--- src/rtl/ss_seq.sv ---
// rtl/ss_seq.sv - mapper save-state sequencer (save/load stream); define SS_SEQ_IDX_EN for the map-index header byte
module ss_seq (
    input  logic       m2,
    input  logic       map_rst,
    input  logic       start,
    input  logic       dir,
    input  logic [6:0] len,
    output logic       busy,
    output logic       done,
    output logic       err,
    output logic       ss_act,
    output logic       ss_we,
    output logic [7:0] ss_addr,
    output logic [7:0] ss_dout,
    input  logic [7:0] ss_rdat,
    output logic [7:0] o_dat,
    output logic       o_vld,
    input  logic       o_rdy,
    input  logic [7:0] i_dat,
    input  logic       i_vld,
    output logic       i_rdy
);

    typedef enum logic [2:0] {
        IDLE = 3'd0,
        IDX  = 3'd1,
        RD   = 3'd2,
        OUT  = 3'd3,
        WAIT = 3'd4,
        STB  = 3'd5,
        DONE = 3'd6
    } state_t;

    state_t     state_q, state_d;
    logic [6:0] index_q, index_d;
    logic [6:0] len_q, len_d;
    logic       dir_q, dir_d;
    logic       err_q, err_d;
    logic [7:0] o_dat_q, o_dat_d;
    logic [7:0] ss_dout_q, ss_dout_d;
    logic [6:0] index_inc;
    logic       last;
`ifdef SS_SEQ_IDX_EN
    // hdr_q marks that the map-index byte is still outstanding on the stream
    logic       hdr_q, hdr_d;
    logic [7:0] idx_q, idx_d;
`endif

    assign err     = err_q;
    assign o_dat   = o_dat_q;
    assign ss_dout = ss_dout_q;

    // Next-state and per-state output decode; every output defaults to inactive
    always_comb begin
        state_d   = state_q;
        index_d   = index_q;
        len_d     = len_q;
        dir_d     = dir_q;
        err_d     = err_q;
        o_dat_d   = o_dat_q;
        ss_dout_d = ss_dout_q;
`ifdef SS_SEQ_IDX_EN
        hdr_d     = hdr_q;
        idx_d     = idx_q;
`endif
        busy      = (state_q != IDLE);
        done      = 1'b0;
        ss_act    = 1'b0;
        ss_we     = 1'b0;
        ss_addr   = 8'd0;
        o_vld     = 1'b0;
        i_rdy     = 1'b0;
        // index < len <= 126, so the increment cannot wrap
        index_inc = index_q + 7'd1;
        last      = (index_inc >= len_q);

        case (state_q)
            IDLE: begin
                if (start) begin
                    if (len == 7'd0 || len == 7'd127) begin
                        err_d = 1'b1;
                    end else begin
                        err_d   = 1'b0;
                        index_d = 7'd0;
                        len_d   = len;
                        dir_d   = dir;
`ifdef SS_SEQ_IDX_EN
                        hdr_d   = 1'b1;
                        state_d = IDX;
`else
                        state_d = dir ? WAIT : RD;
`endif
                    end
                end
            end
`ifdef SS_SEQ_IDX_EN
            IDX: begin
                ss_act  = 1'b1;
                ss_addr = 8'd127;
                if (dir_q) begin
                    idx_d   = ss_rdat;
                    state_d = WAIT;
                end else begin
                    o_dat_d = ss_rdat;
                    state_d = OUT;
                end
            end
`endif
            RD: begin
                ss_act  = 1'b1;
                ss_addr = {1'b0, index_q};
                o_dat_d = ss_rdat;
                state_d = OUT;
            end
            OUT: begin
                o_vld = 1'b1;
                if (o_rdy) begin
                    index_d = index_inc;
                    state_d = last ? DONE : RD;
`ifdef SS_SEQ_IDX_EN
                    // header byte does not consume a register slot
                    if (hdr_q) begin
                        hdr_d   = 1'b0;
                        index_d = index_q;
                        state_d = RD;
                    end
`endif
                end
            end
            WAIT: begin
                i_rdy = 1'b1;
                if (i_vld) begin
                    ss_dout_d = i_dat;
                    state_d   = STB;
`ifdef SS_SEQ_IDX_EN
                    // first loaded byte must match the mapper's own index
                    if (hdr_q) begin
                        ss_dout_d = ss_dout_q;
                        hdr_d     = 1'b0;
                        if (i_dat != idx_q) begin
                            err_d   = 1'b1;
                            state_d = DONE;
                        end else begin
                            state_d = WAIT;
                        end
                    end
`endif
                end
            end
            STB: begin
                ss_act  = 1'b1;
                ss_we   = 1'b1;
                ss_addr = {1'b0, index_q};
                index_d = index_inc;
                state_d = last ? DONE : WAIT;
            end
            DONE: begin
                done    = 1'b1;
                state_d = IDLE;
            end
            default: begin
                state_d = IDLE;
            end
        endcase
    end

    // State register; reset aborts any transfer immediately
    always_ff @(negedge m2) begin
        if (map_rst) begin
            state_q   <= IDLE;
            index_q   <= 7'd0;
            len_q     <= 7'd0;
            dir_q     <= 1'b0;
            err_q     <= 1'b0;
            o_dat_q   <= 8'd0;
            ss_dout_q <= 8'd0;
`ifdef SS_SEQ_IDX_EN
            hdr_q     <= 1'b0;
            idx_q     <= 8'd0;
`endif
        end else begin
            state_q   <= state_d;
            index_q   <= index_d;
            len_q     <= len_d;
            dir_q     <= dir_d;
            err_q     <= err_d;
            o_dat_q   <= o_dat_d;
            ss_dout_q <= ss_dout_d;
`ifdef SS_SEQ_IDX_EN
            hdr_q     <= hdr_d;
            idx_q     <= idx_d;
`endif
        end
    end

endmodule

--- config.mk ---
export PLATFORM = sky130hd
export DESIGN_NAME = ss_seq
export DESIGN_NICKNAME = d
export VERILOG_FILES = /design/src/rtl/ss_seq.sv
export SDC_FILE = /design/constraint.sdc
export NUM_CORES = 1
export LEC_CHECK = 0
export ABC_CLOCK_PERIOD_IN_PS = 6200
export BUFFER_PORTS_ARGS = -buffer_cell sky130_fd_sc_hd__buf_2
export CAP_MARGIN = 20
export CORE_MARGIN = 3
export CORE_UTILIZATION = 40
export DETAILED_ROUTE_END_ITERATION = 10
export GPL_TIMING_DRIVEN = 0
export PLACE_DENSITY_LB_ADDON = 0.2
export SYNTH_ARGS = -nofsm -noshare
export SYNTH_HDL_FRONTEND = slang
export SYNTH_SLANG_ARGS = --single-unit
--- constraint.sdc ---
create_clock -name m2 -period 6.2 [get_ports m2]
set_input_delay 0.31 -clock m2 [delete_from_list [all_inputs] [get_ports m2]]
set_output_delay 0.31 -clock m2 [all_outputs]
set_load 0.05 [all_outputs]
# Yosys cells after proc, flatten, opt, wreduce, memory -nomap -nowiden
# Cells that the tools add are included.
[op_classes]
add_sub_neg = 1
magnitude_cmp = 1
n_eq_ne = 10
n_mux = 19
bitwise = 1
n_reduce_logical = 11
[op_table]
columns = ["cell", "count"]
rows = [
  ["$mux W7", 4],
  ["$pmux W7 S3", 1],
  ["$mux W3", 6],
  ["$pmux W3 S5", 1],
  ["$eq A3 B3 Y1 const B", 3],
  ["$ne A2 B2 Y1 const B", 4],
  ["$reduce_and A4 Y1", 2],
  ["$add A7 B1 Y7 const B", 1],
  ["$eq A7 B7 Y1 const B", 1],
  ["$ge A7 B7 Y1", 1],
  ["$logic_not A7 Y1", 1],
  ["$eq A3 B2 Y1 const B", 2],
  ["$mux W1", 6],
  ["$reduce_bool A3 Y1", 2],
  ["$reduce_and A2 Y1", 2],
  ["$logic_not A3 Y1", 1],
  ["$reduce_and A3 Y1", 1],
  ["$mux W2", 1],
  ["$reduce_or A2 Y1", 1],
  ["$logic_or A1 B1 Y1", 1],
  ["$not A1 Y1", 1],
]
[totals]
ff_bits = 34
input_bits = 29
output_inout_bits = 31
elab_cells = 49

# Depth between registers and ports, before layout
# Gate-level depths: netlist of the first run.
[depth]
word_depth = 5
ltp_mapped = 10
mapped_depth_nobuf = 10

==> metrics.txt, run 1 <==
first-pass GRT wire length 7200 µm; critical path arrival 5.18 ns; min-delay src o_dat[3]; Placer Congestion 0.796; Rel. slew slack 65.3%; worst min-delay path category reg2reg; CTS tree done; total die area 5470 µm²; H-tree Lvls 2; VDD IR-drop max 0.000152 V; Post-Route Setup TNS 0 ns; # fillers 424; static leakage 0.00127 µW; final hold violation count 0; GRT Total Usage 16.6%; Max Buffers Root-to-Sink 2; number of max-cap violations 0; Post-synth EDFFs 0; vias in the first global route 1676; Crit Path Category reg2out; TritonCTS Buffers 5; RSZ-0062 raised after global routing no; initial antenna violation count 0; status finished clean; Seq/Total Area, Yosys 36.8%; Buffers & Inverters on Critical Path 4; Iter 0 DRT Violations 98; clk_lat worst skew 0.35 ns; Die Wd 74.0 µm; root buf cell clkbuf_8; PostCTS Resize Cnt 0; Req. time, crit path 5.89 ns; endpoints failing setup 0; post-route ant nets 0; synthesized area per cell 9.10 µm²; ys async rst share 0%; reg2reg setup slack 3.52 ns; largest net degree at the start of global routing 12; post-CTS setup buffer count 0; Worst setup EP type output port; clk sink count 34; Vert. Die Dim 74.0 µm; Synth Instances 203; DR vias 1736; Final #Nets 340; Port Buffers 58; startpoint types flip-flop; syn nets 242; slowest stage delay, CP 0.48 ns; initial core utilization 41.9%; P per Cell Area 262 nW/µm²; cell mode on critical path buf_2; DP Wirelength 3040 µm; Layout area overhead 30.6%; Synth Warn # 0; reg2reg path depth 10; Tot Pwr 633 µW; # diodes 0; flops & latches, synth 34; CP Max Fanout 9; Site Rows 24; Crit path max-delay family buffers and inverters; Layout Utilization 54.7%; DRC violations left 0; Top FF cell, synth dfxtp_1; FF-to-FF End state_q[1]; I/O Pins 60; cts hold-fix bufs 0; Clock Pin Slew Worst Setup and Hold Paths 0.04 ns; WL/cell 11.8 µm; WP depth 7; Final Slew Violations 0; Netlist cell types 49; grt total ovfl 0; Routed WL 4170 µm; Post-Syn Area 1850 µm²; core area 4410 µm²; Pre-Repair DR Iteration Count 4; WHS Endpoint o_dat[3]; Layout Skew 0.0143 ns; vias per cell 4.92; hold-critical path depth 2; crit-path cells inv_1, nor3_1, buf_4, or2_1, buf_2, and2_1, buf_2; Critical-path top delay cell dfxtp_1; share of cells above drive strength 1 27.9%; Worst R2R Start index_q[0]; Slew @ Worst Pin 0.521 ns
## final cells by class
| class | count | area, µm² | area share, % |
|---|---|---|---|
| Buffer | 11 | 86.3 | 3.58 |
| Clock buffer | 5 | 68.8 | 2.85 |
| Clock inverter | 36 | 145 | 6.01 |
| Inverter | 12 | 45.0 | 1.87 |
| Multi-Input combinational cell | 145 | 1030 | 42.8 |
| Sequential cell | 34 | 681 | 28.2 |
| Tap cell | 52 | 65.1 | 2.70 |
| Timing Repair Buffer | 58 | 290 | 12.0 |
## registers in the layout, summed over array words and instances (netlist names)
name     flops
o_dat        8
len_q        7
ss_dout      8
err          1
state_q      3
index_q      7
## Yosys cell counts (3+ instances only)
master,count,area (µm²)
a21oi_1,5,25.0
and2_1,7,43.8
buf_4,3,22.5
clkbuf_1,3,11.3
dfxtp_1,34,681
ha_1,10,125
inv_1,13,48.8
mux2i_1,25,250
nand2_1,10,37.5
nand3_1,3,15.0
nor2_1,30,113
nor3_1,9,45.0
xnor2_1,4,35.0
## through the flow
step                      cell area [µm²]  setup WS [ns]  hold slack (ns)  std cells
final                                2410          0.706            0.485        353
after global placement               2200           1.07            0.468        313
after global routing                 2410          0.568            0.519        353
after floorplan                      1850          0.800            0.460        203
after CTS                            2410          0.688            0.491        353
after detailed placement             2200           1.05            0.480        313
## logic make-up after synthesis
group / Yosys count / synth area share (%)
buffers and inverters: 24 / 7.31
AO/OA/AOI/OAI: 24 / 9.89
flip-flops: 34 / 36.8
other: 1 / 0.203
XOR/XNOR: 6 / 2.84
adder cells (fa/ha/maj): 10 / 6.77
multiplexers: 25 / 13.5
AND/OR/NAND/NOR: 79 / 22.6
## tightest hold or removal path, stage by stage, from the launching register on
cell and delay [ns]:
dfxtp_1 0.31, mux2i_1 0.06, nor2_1 0.08
## cells in the final DEF, fill, tap and decap left out, types with 3 or more instances in the layout
cell      netlist  routed
a21oi_1         5       5
and2_1          7       7
buf_2           2      60
buf_4           3       3
clkbuf_1        3       3
clkbuf_8        0       5
dfxtp_1        34      34
ha_1           10      10
inv_1          13      46
mux2i_1        25      25
nand2_1        10      10
nand3_1         3       3
nor2_1         30      30
nor3_1          9       9
xnor2_1         4       4
## metal layers
layer	vias up	share of wire, %	wire (µm)	track usage [%]
met5	-	0	0	0
met3	5	9.5	396	8.11
li1	895	-	-	-
met2	65	43	1800	21.9
met1	771	46	1930	22.0
met4	0	1.2	51	8.85
## worst max-delay path by stage
stage / slack (ns) / to / startpoint
after CTS: 0.69 / ss_addr[3] / state_q[1]
after floorplan: 0.80 / ss_addr[0] / state_q[2]
after detailed placement: 1.05 / ss_addr[3] / state_q[1]
after global placement: 1.07 / ss_addr[3] / state_q[1]
after global routing: 0.57 / ss_addr[3] / state_q[1]
final: 0.71 / ss_addr[3] / state_q[1]
## power breakdown
group / switching, µW / total [µW] / internal, µW
Sequential: 7.57 / 240 / 232
Combinational: 89.5 / 144 / 54.7
Clock: 142 / 249 / 107
Total: 239 / 633 / 394
(Power assumes the default switching activity.)
==> run 2, diff against run 1 <==
--- a/config.mk
+++ b/config.mk
@@ -6,7 +6,7 @@
 export NUM_CORES = 1
 export LEC_CHECK = 0
 export ABC_CLOCK_PERIOD_IN_PS = 6200
-export BUFFER_PORTS_ARGS = -buffer_cell sky130_fd_sc_hd__buf_2
+export BUFFER_PORTS_ARGS = -buffer_cell sky130_fd_sc_hd__clkbuf_2
 export CAP_MARGIN = 20
 export CORE_MARGIN = 3
 export CORE_UTILIZATION = 40
==> run 2 against run 1 <==
Cell area is the same; die area is the same; sequential share of layout area is the same; worst hold slack gained 0.0027 ns; sequential power is essentially flat; via count shrank 0.63%; sequential cell count is the same; register-to-register slack lost 0.06 ns; critical endpoint is now ss_addr[1].
==> metrics.txt, run 2 (synthesized netlist as in run 1, its figures left out) <==
number of max-cap violations 0 (unchanged); CP Capture Point ss_addr[1] (was ss_addr[3]); Worst setup EP type output port (unchanged); PostCTS Resize Cnt 0 (unchanged); CP Max Fanout 9 (unchanged); switching share of total power 37.8% (about the same); Final Slew Violations 0 (unchanged); Worst R2R Start index_q[0] (unchanged); share of cells above drive strength 1 27.9% (unchanged); largest net degree at the start of global routing 12 (unchanged); TritonCTS Buffers 5 (unchanged); Worst Setup SP state_q[1] (unchanged); Final #Nets 340 (unchanged); Vert. Die Dim 74.0 µm (unchanged); Crit Path Category reg2out (unchanged); most common cell after layout, fill and taps aside clkbuf_2 (was buf_2); core area 4410 µm² (unchanged); startpoint types flip-flop (unchanged); post-route ant nets 0 (unchanged); reg2reg path depth 10 (unchanged); first-pass GRT wire length 6960 µm (was 7200 µm); Pint 394 µW (about the same); WP depth 7 (unchanged); vias in the first global route 1617 (was 1676); Sequential Power Share 38.0% (was 37.9%); static leakage 0.00125 µW (was 0.00127 µW); Critical-path top delay cell dfxtp_1 (unchanged); Post-Route Setup TNS 0 ns (unchanged); endpoints failing setup 0 (unchanged); crit-path cells inv_1, nor3_1, buf_4, or2_1, buf_2, and2_1, clkbuf_2 (was inv_1, nor3_1, buf_4, or2_1, buf_2, and2_1, buf_2); Iter 0 DRT Violations 159 (was 98); vias per cell 4.89 (was 4.92); GRT Total Usage 16.0% (was 16.6%); Tot Pwr 633 µW (about the same); worst min-delay path category reg2reg (unchanged); final hold violation count 0 (unchanged); Rel. slew slack 65.9% (was 65.3%); # diodes 0 (unchanged); VDD IR-drop max 0.000146 V (was 0.000152 V); post-CTS setup buffer count 0 (unchanged); Slew @ Worst Pin 0.511 ns (was 0.521 ns); initial core utilization 41.9% (unchanged); WL/cell 11.6 µm (was 11.8 µm); Max Buffers Root-to-Sink 2 (unchanged); root buf cell clkbuf_8 (unchanged); H-tree Lvls 2 (unchanged); grt total ovfl 0 (unchanged); Buffers & Inverters on Critical Path 4 (unchanged); clock share of power 39.2% (was 39.3%); DRC violations left 0 (unchanged); DR vias 1725 (was 1736); slowest stage delay, CP 0.48 ns (about the same); P per Cell Area 262 nW/µm² (about the same); # fillers 411 (was 424); Req. time, crit path 5.89 ns (about the same); Site Rows 24 (unchanged); Layout Skew 0.0139 ns (was 0.0143 ns); FF-to-FF End state_q[1] (unchanged); Port Buffers 58 (unchanged); Crit path max-delay family buffers and inverters (unchanged); clk sink count 34 (unchanged); DP Wirelength 3030 µm (was 3040 µm); most frequent cells in the layout clkbuf_2, inv_1, dfxtp_1 (was buf_2, inv_1, dfxtp_1); RSZ-0062 raised after global routing no (unchanged); clk_lat worst skew 0.35 ns (about the same); total die area 5470 µm² (unchanged); cts hold-fix bufs 0 (unchanged); Comb pwr share 22.9% (was 22.8%); Placer Congestion 0.795 (was 0.796); initial antenna violation count 0 (unchanged); Psw 239 µW (about the same); Layout area overhead 30.6% (unchanged); status finished clean (unchanged); reg2reg setup slack 3.46 ns (was 3.52 ns); CTS tree done (unchanged); critical path arrival 5.20 ns (was 5.18 ns); Pre-Repair DR Iteration Count 4 (unchanged); Die Wd 74.0 µm (unchanged); Clock Pin Slew Worst Setup and Hold Paths 0.03 ns (was 0.04 ns); I/O Pins 60 (unchanged); Routed WL 4100 µm (was 4170 µm)
[run 2: how the worst min path moves through the flow]
stage          slack (ns)        from  depth (start not counted)         end
3_3_place_gp         0.47  ss_dout[5]                          2  ss_dout[5]
3_5_place_dp         0.48  ss_dout[7]                          2  ss_dout[7]
2_1_floorplan        0.46    len_q[1]                          2    len_q[1]
5_1_grt              0.52    o_dat[5]                          2    o_dat[5]
6_report             0.49  ss_dout[7]                          2  ss_dout[7]
4_1_cts              0.49  ss_dout[7]                          2  ss_dout[7]
[run 2: cell type report]
cell class	instances	area [µm²]	share of cell area, %
clock inverters	36	145	6.01
repair buffers	58	290	12.0
flip-flops and latches	34	681	28.2
multi-input cells	145	1030	42.8
clock buffers	5	68.8	2.85
inverters	12	45.0	1.87
well taps	52	65.1	2.70
plain buffers	11	86.3	3.58
[run 2: worst min-delay path, stage by stage (launching register included)]
cell and delay (ns):
dfxtp_1 0.31, mux2i_1 0.07, nor2_1 0.07
[run 2: power groups by stage]
stage / sequential, µW / clock [µW] / combinational (µW)
floorplan: 262 / 34.5 / 91.2
global placement: 243 / 34.5 / 144
detailed placement: 243 / 34.5 / 145
CTS: 240 / 261 / 146
global route: 242 / 284 / 159
finish: 240 / 248 / 145
[run 2: stage by stage]
| step | area, µm² | cells | hold WS (ns) | util (%) | setup WS (ns) |
|---|---|---|---|---|---|
| after CTS | 2410 | 353 | 0.491 | 54.7 | 0.667 |
| after detailed placement | 2200 | 313 | 0.482 | 49.9 | 1.03 |
| after floorplan | 1850 | 203 | 0.460 | - | 0.800 |
| after global placement | 2200 | 313 | 0.473 | 49.9 | 1.05 |
| after global routing | 2410 | 353 | 0.517 | 54.7 | 0.567 |
| final | 2410 | 353 | 0.487 | 54.7 | 0.685 |
[run 2: per-layer routing]
layer  vias up  wire, µm  global-route usage [%]  part of all wire, %
met5         -         0                       0                    0
met4         0        55                    7.85                  1.3
met3         6       364                    7.16                  8.9
met2        65      1740                    21.3                   42
met1       759      1940                    21.8                   47
li1        895         -                       -                    -
==> run 3, diff against run 2 <==
==> constraint.sdc (replaced) <==
create_clock -name m2 -period 6.2 [get_ports m2]
set_input_delay 0.93 -clock m2 [delete_from_list [all_inputs] [get_ports m2]]
set_output_delay 0.93 -clock m2 [all_outputs]
set_load 0.05 [all_outputs]
==> run 3 against run 2 <==
Combinational power is essentially flat; cell area about the same; clock skew is the same; sequential cell count is the same; cell count unchanged; setup slack got worse by 0.49 ns; critical endpoint unchanged.
==> metrics.txt, run 3 (synthesized netlist as in run 1, its figures left out) <==
clk_lat worst skew 0.35 ns (about the same); total die area 5470 µm² (unchanged); cts hold-fix bufs 0 (unchanged); status finished clean (unchanged); clk sink count 34 (unchanged); CP Max Fanout 9 (unchanged); DR vias 1725 (unchanged); DRC violations left 0 (unchanged); grt total ovfl 0 (unchanged); number of max-cap violations 0 (unchanged); vias in the first global route 1617 (unchanged); Layout area overhead 30.7% (was 30.6%); initial core utilization 41.9% (unchanged); first-pass GRT wire length 6960 µm (unchanged); WHS Endpoint ss_dout[7] (unchanged); Post-Route Setup TNS 0 ns (unchanged); Final #Nets 340 (unchanged); Slew @ Worst Pin 0.511 ns (unchanged); WL/cell 11.6 µm (unchanged); Layout Skew 0.0139 ns (unchanged); root buf cell clkbuf_8 (unchanged); hold-critical path depth 2 (unchanged); Psw 239 µW (unchanged); switching share of total power 37.8% (about the same); startpoint types flip-flop (unchanged); reg2reg path depth 10 (unchanged); share of cells above drive strength 1 28.2% (was 27.9%); core area 4410 µm² (unchanged); VDD IR-drop max 0.000146 V (about the same); met2 usage 21.3% (unchanged); static leakage 0.00125 µW (about the same); Die Wd 74.0 µm (unchanged); clock share of power 39.1% (was 39.2%); Comb pwr share 22.9% (about the same); Req. time, crit path 5.27 ns (was 5.89 ns); Site Rows 24 (unchanged); Placer Congestion 0.795 (unchanged); vias per cell 4.89 (unchanged); Max Buffers Root-to-Sink 2 (unchanged); Worst setup EP type output port (unchanged); post-CTS setup buffer count 0 (unchanged); Pre-Repair DR Iteration Count 4 (unchanged); final hold violation count 0 (unchanged); largest net degree at the start of global routing 12 (unchanged); initial antenna violation count 0 (unchanged); Pint 394 µW (about the same); grt met1 use 21.8% (unchanged); Port Buffers 58 (unchanged); TritonCTS Buffers 5 (unchanged); RSZ-0062 raised after global routing no (unchanged); I/O Pins 60 (unchanged); P per Cell Area 262 nW/µm² (about the same); Worst R2R Start index_q[0] (unchanged); CTS tree done (unchanged); endpoints failing setup 0 (unchanged); GRT Max-Usage Layer met1 (unchanged); Iter 0 DRT Violations 159 (unchanged); critical path arrival 5.07 ns (was 5.20 ns); Final Slew Violations 0 (unchanged); met3 Usage GRT 7.16% (unchanged); Rel. slew slack 65.9% (unchanged); Sequential Power Share 38.0% (about the same); post-route cell area 2410 µm² (about the same); reg2reg setup slack 3.46 ns (about the same); Routed WL 4100 µm (unchanged); post-route ant nets 0 (unchanged); Post-Place Cell Area 2200 µm² (unchanged); Vert. Die Dim 74.0 µm (unchanged); DP Wirelength 3030 µm (unchanged); H-tree Lvls 2 (unchanged); FF-to-FF End state_q[1] (unchanged); # fillers 410 (was 411); min-delay src ss_dout[7] (unchanged); GRT Total Usage 16.0% (unchanged); Clock Pin Slew Worst Setup and Hold Paths 0.03 ns (about the same); most frequent cells in the layout clkbuf_2, inv_1, dfxtp_1 (unchanged); Crit Path Category reg2out (unchanged); # diodes 0 (unchanged); most common cell after layout, fill and taps aside clkbuf_2 (unchanged); PostCTS Resize Cnt 0 (unchanged); worst min-delay path category reg2reg (unchanged)
==> run 3: cell count changes in the layout (fill, tap and decap cells not counted) <==
| cell | before | now |
|---|---|---|
| dfxtp_1 | 34 | 33 |
| dfxtp_2 | 0 | 1 |
==> run 3: final cells by class <==
| cell class | instances | area (µm²) | share of cell area (%) |
|---|---|---|---|
| Buffer | 11 | 86.3 | 3.58 |
| Clock buffer | 5 | 68.8 | 2.85 |
| Clock inverter | 36 | 145 | 6.01 |
| Inverter | 12 | 45.0 | 1.87 |
| Multi-Input combinational cell | 145 | 1030 | 42.7 |
| Sequential cell | 34 | 682 | 28.2 |
| Tap cell | 52 | 65.1 | 2.69 |
| Timing Repair Buffer | 58 | 290 | 12.0 |
==> run 3: worst max-delay path, cell delays in order, from the launching register on <==
cell and delay [ns]:
dfxtp_2 0.40, inv_1 0.14, nor3_1 0.19, buf_4 0.23
or2_1 0.12, buf_2 0.15, and2_1 0.14, clkbuf_2 0.27
==> run 3: worst max-delay path by stage <==
stage	from	end	slack, ns	depth (start not counted)
after global placement	state_q[1]	ss_addr[3]	0.43	7
after CTS	state_q[1]	ss_addr[1]	0.05	7
after global routing	state_q[1]	ss_addr[1]	0.09	7
after floorplan	state_q[2]	ss_addr[0]	0.18	5
after detailed placement	state_q[1]	ss_addr[1]	0.41	7
final	state_q[1]	ss_addr[1]	0.20	7
==> run 3: power by group through the flow <==
stage,clock [µW],combinational (µW),sequential [µW]
floorplan,34.5,91.2,262
global placement,34.5,144,243
detailed placement,34.5,145,243
CTS,261,146,240
global route,284,159,242
finish,248,145,241
==> run 3: metal layers <==
metal / share of wire [%] / vias to the layer above
met2: 42 / 65
met4: 1.3 / 0
met1: 47 / 759
li1: - / 895
met5: 0 / -
met3: 8.9 / 6
==> run 3: metrics by stage <==
stage | total power [µW] | cells | utilization [%] | hold WS, ns | setup WS, ns
5_1_grt | 685 | 353 | 54.7 | 0.517 | 0.0883
3_5_place_dp | 423 | 313 | 49.9 | 0.482 | 0.409
3_3_place_gp | 422 | 313 | 49.9 | 0.473 | 0.426
4_1_cts | 647 | 353 | 54.7 | 0.491 | 0.0474
2_1_floorplan | 388 | 203 | - | 0.460 | 0.180
6_report | 633 | 353 | 54.7 | 0.487 | 0.196
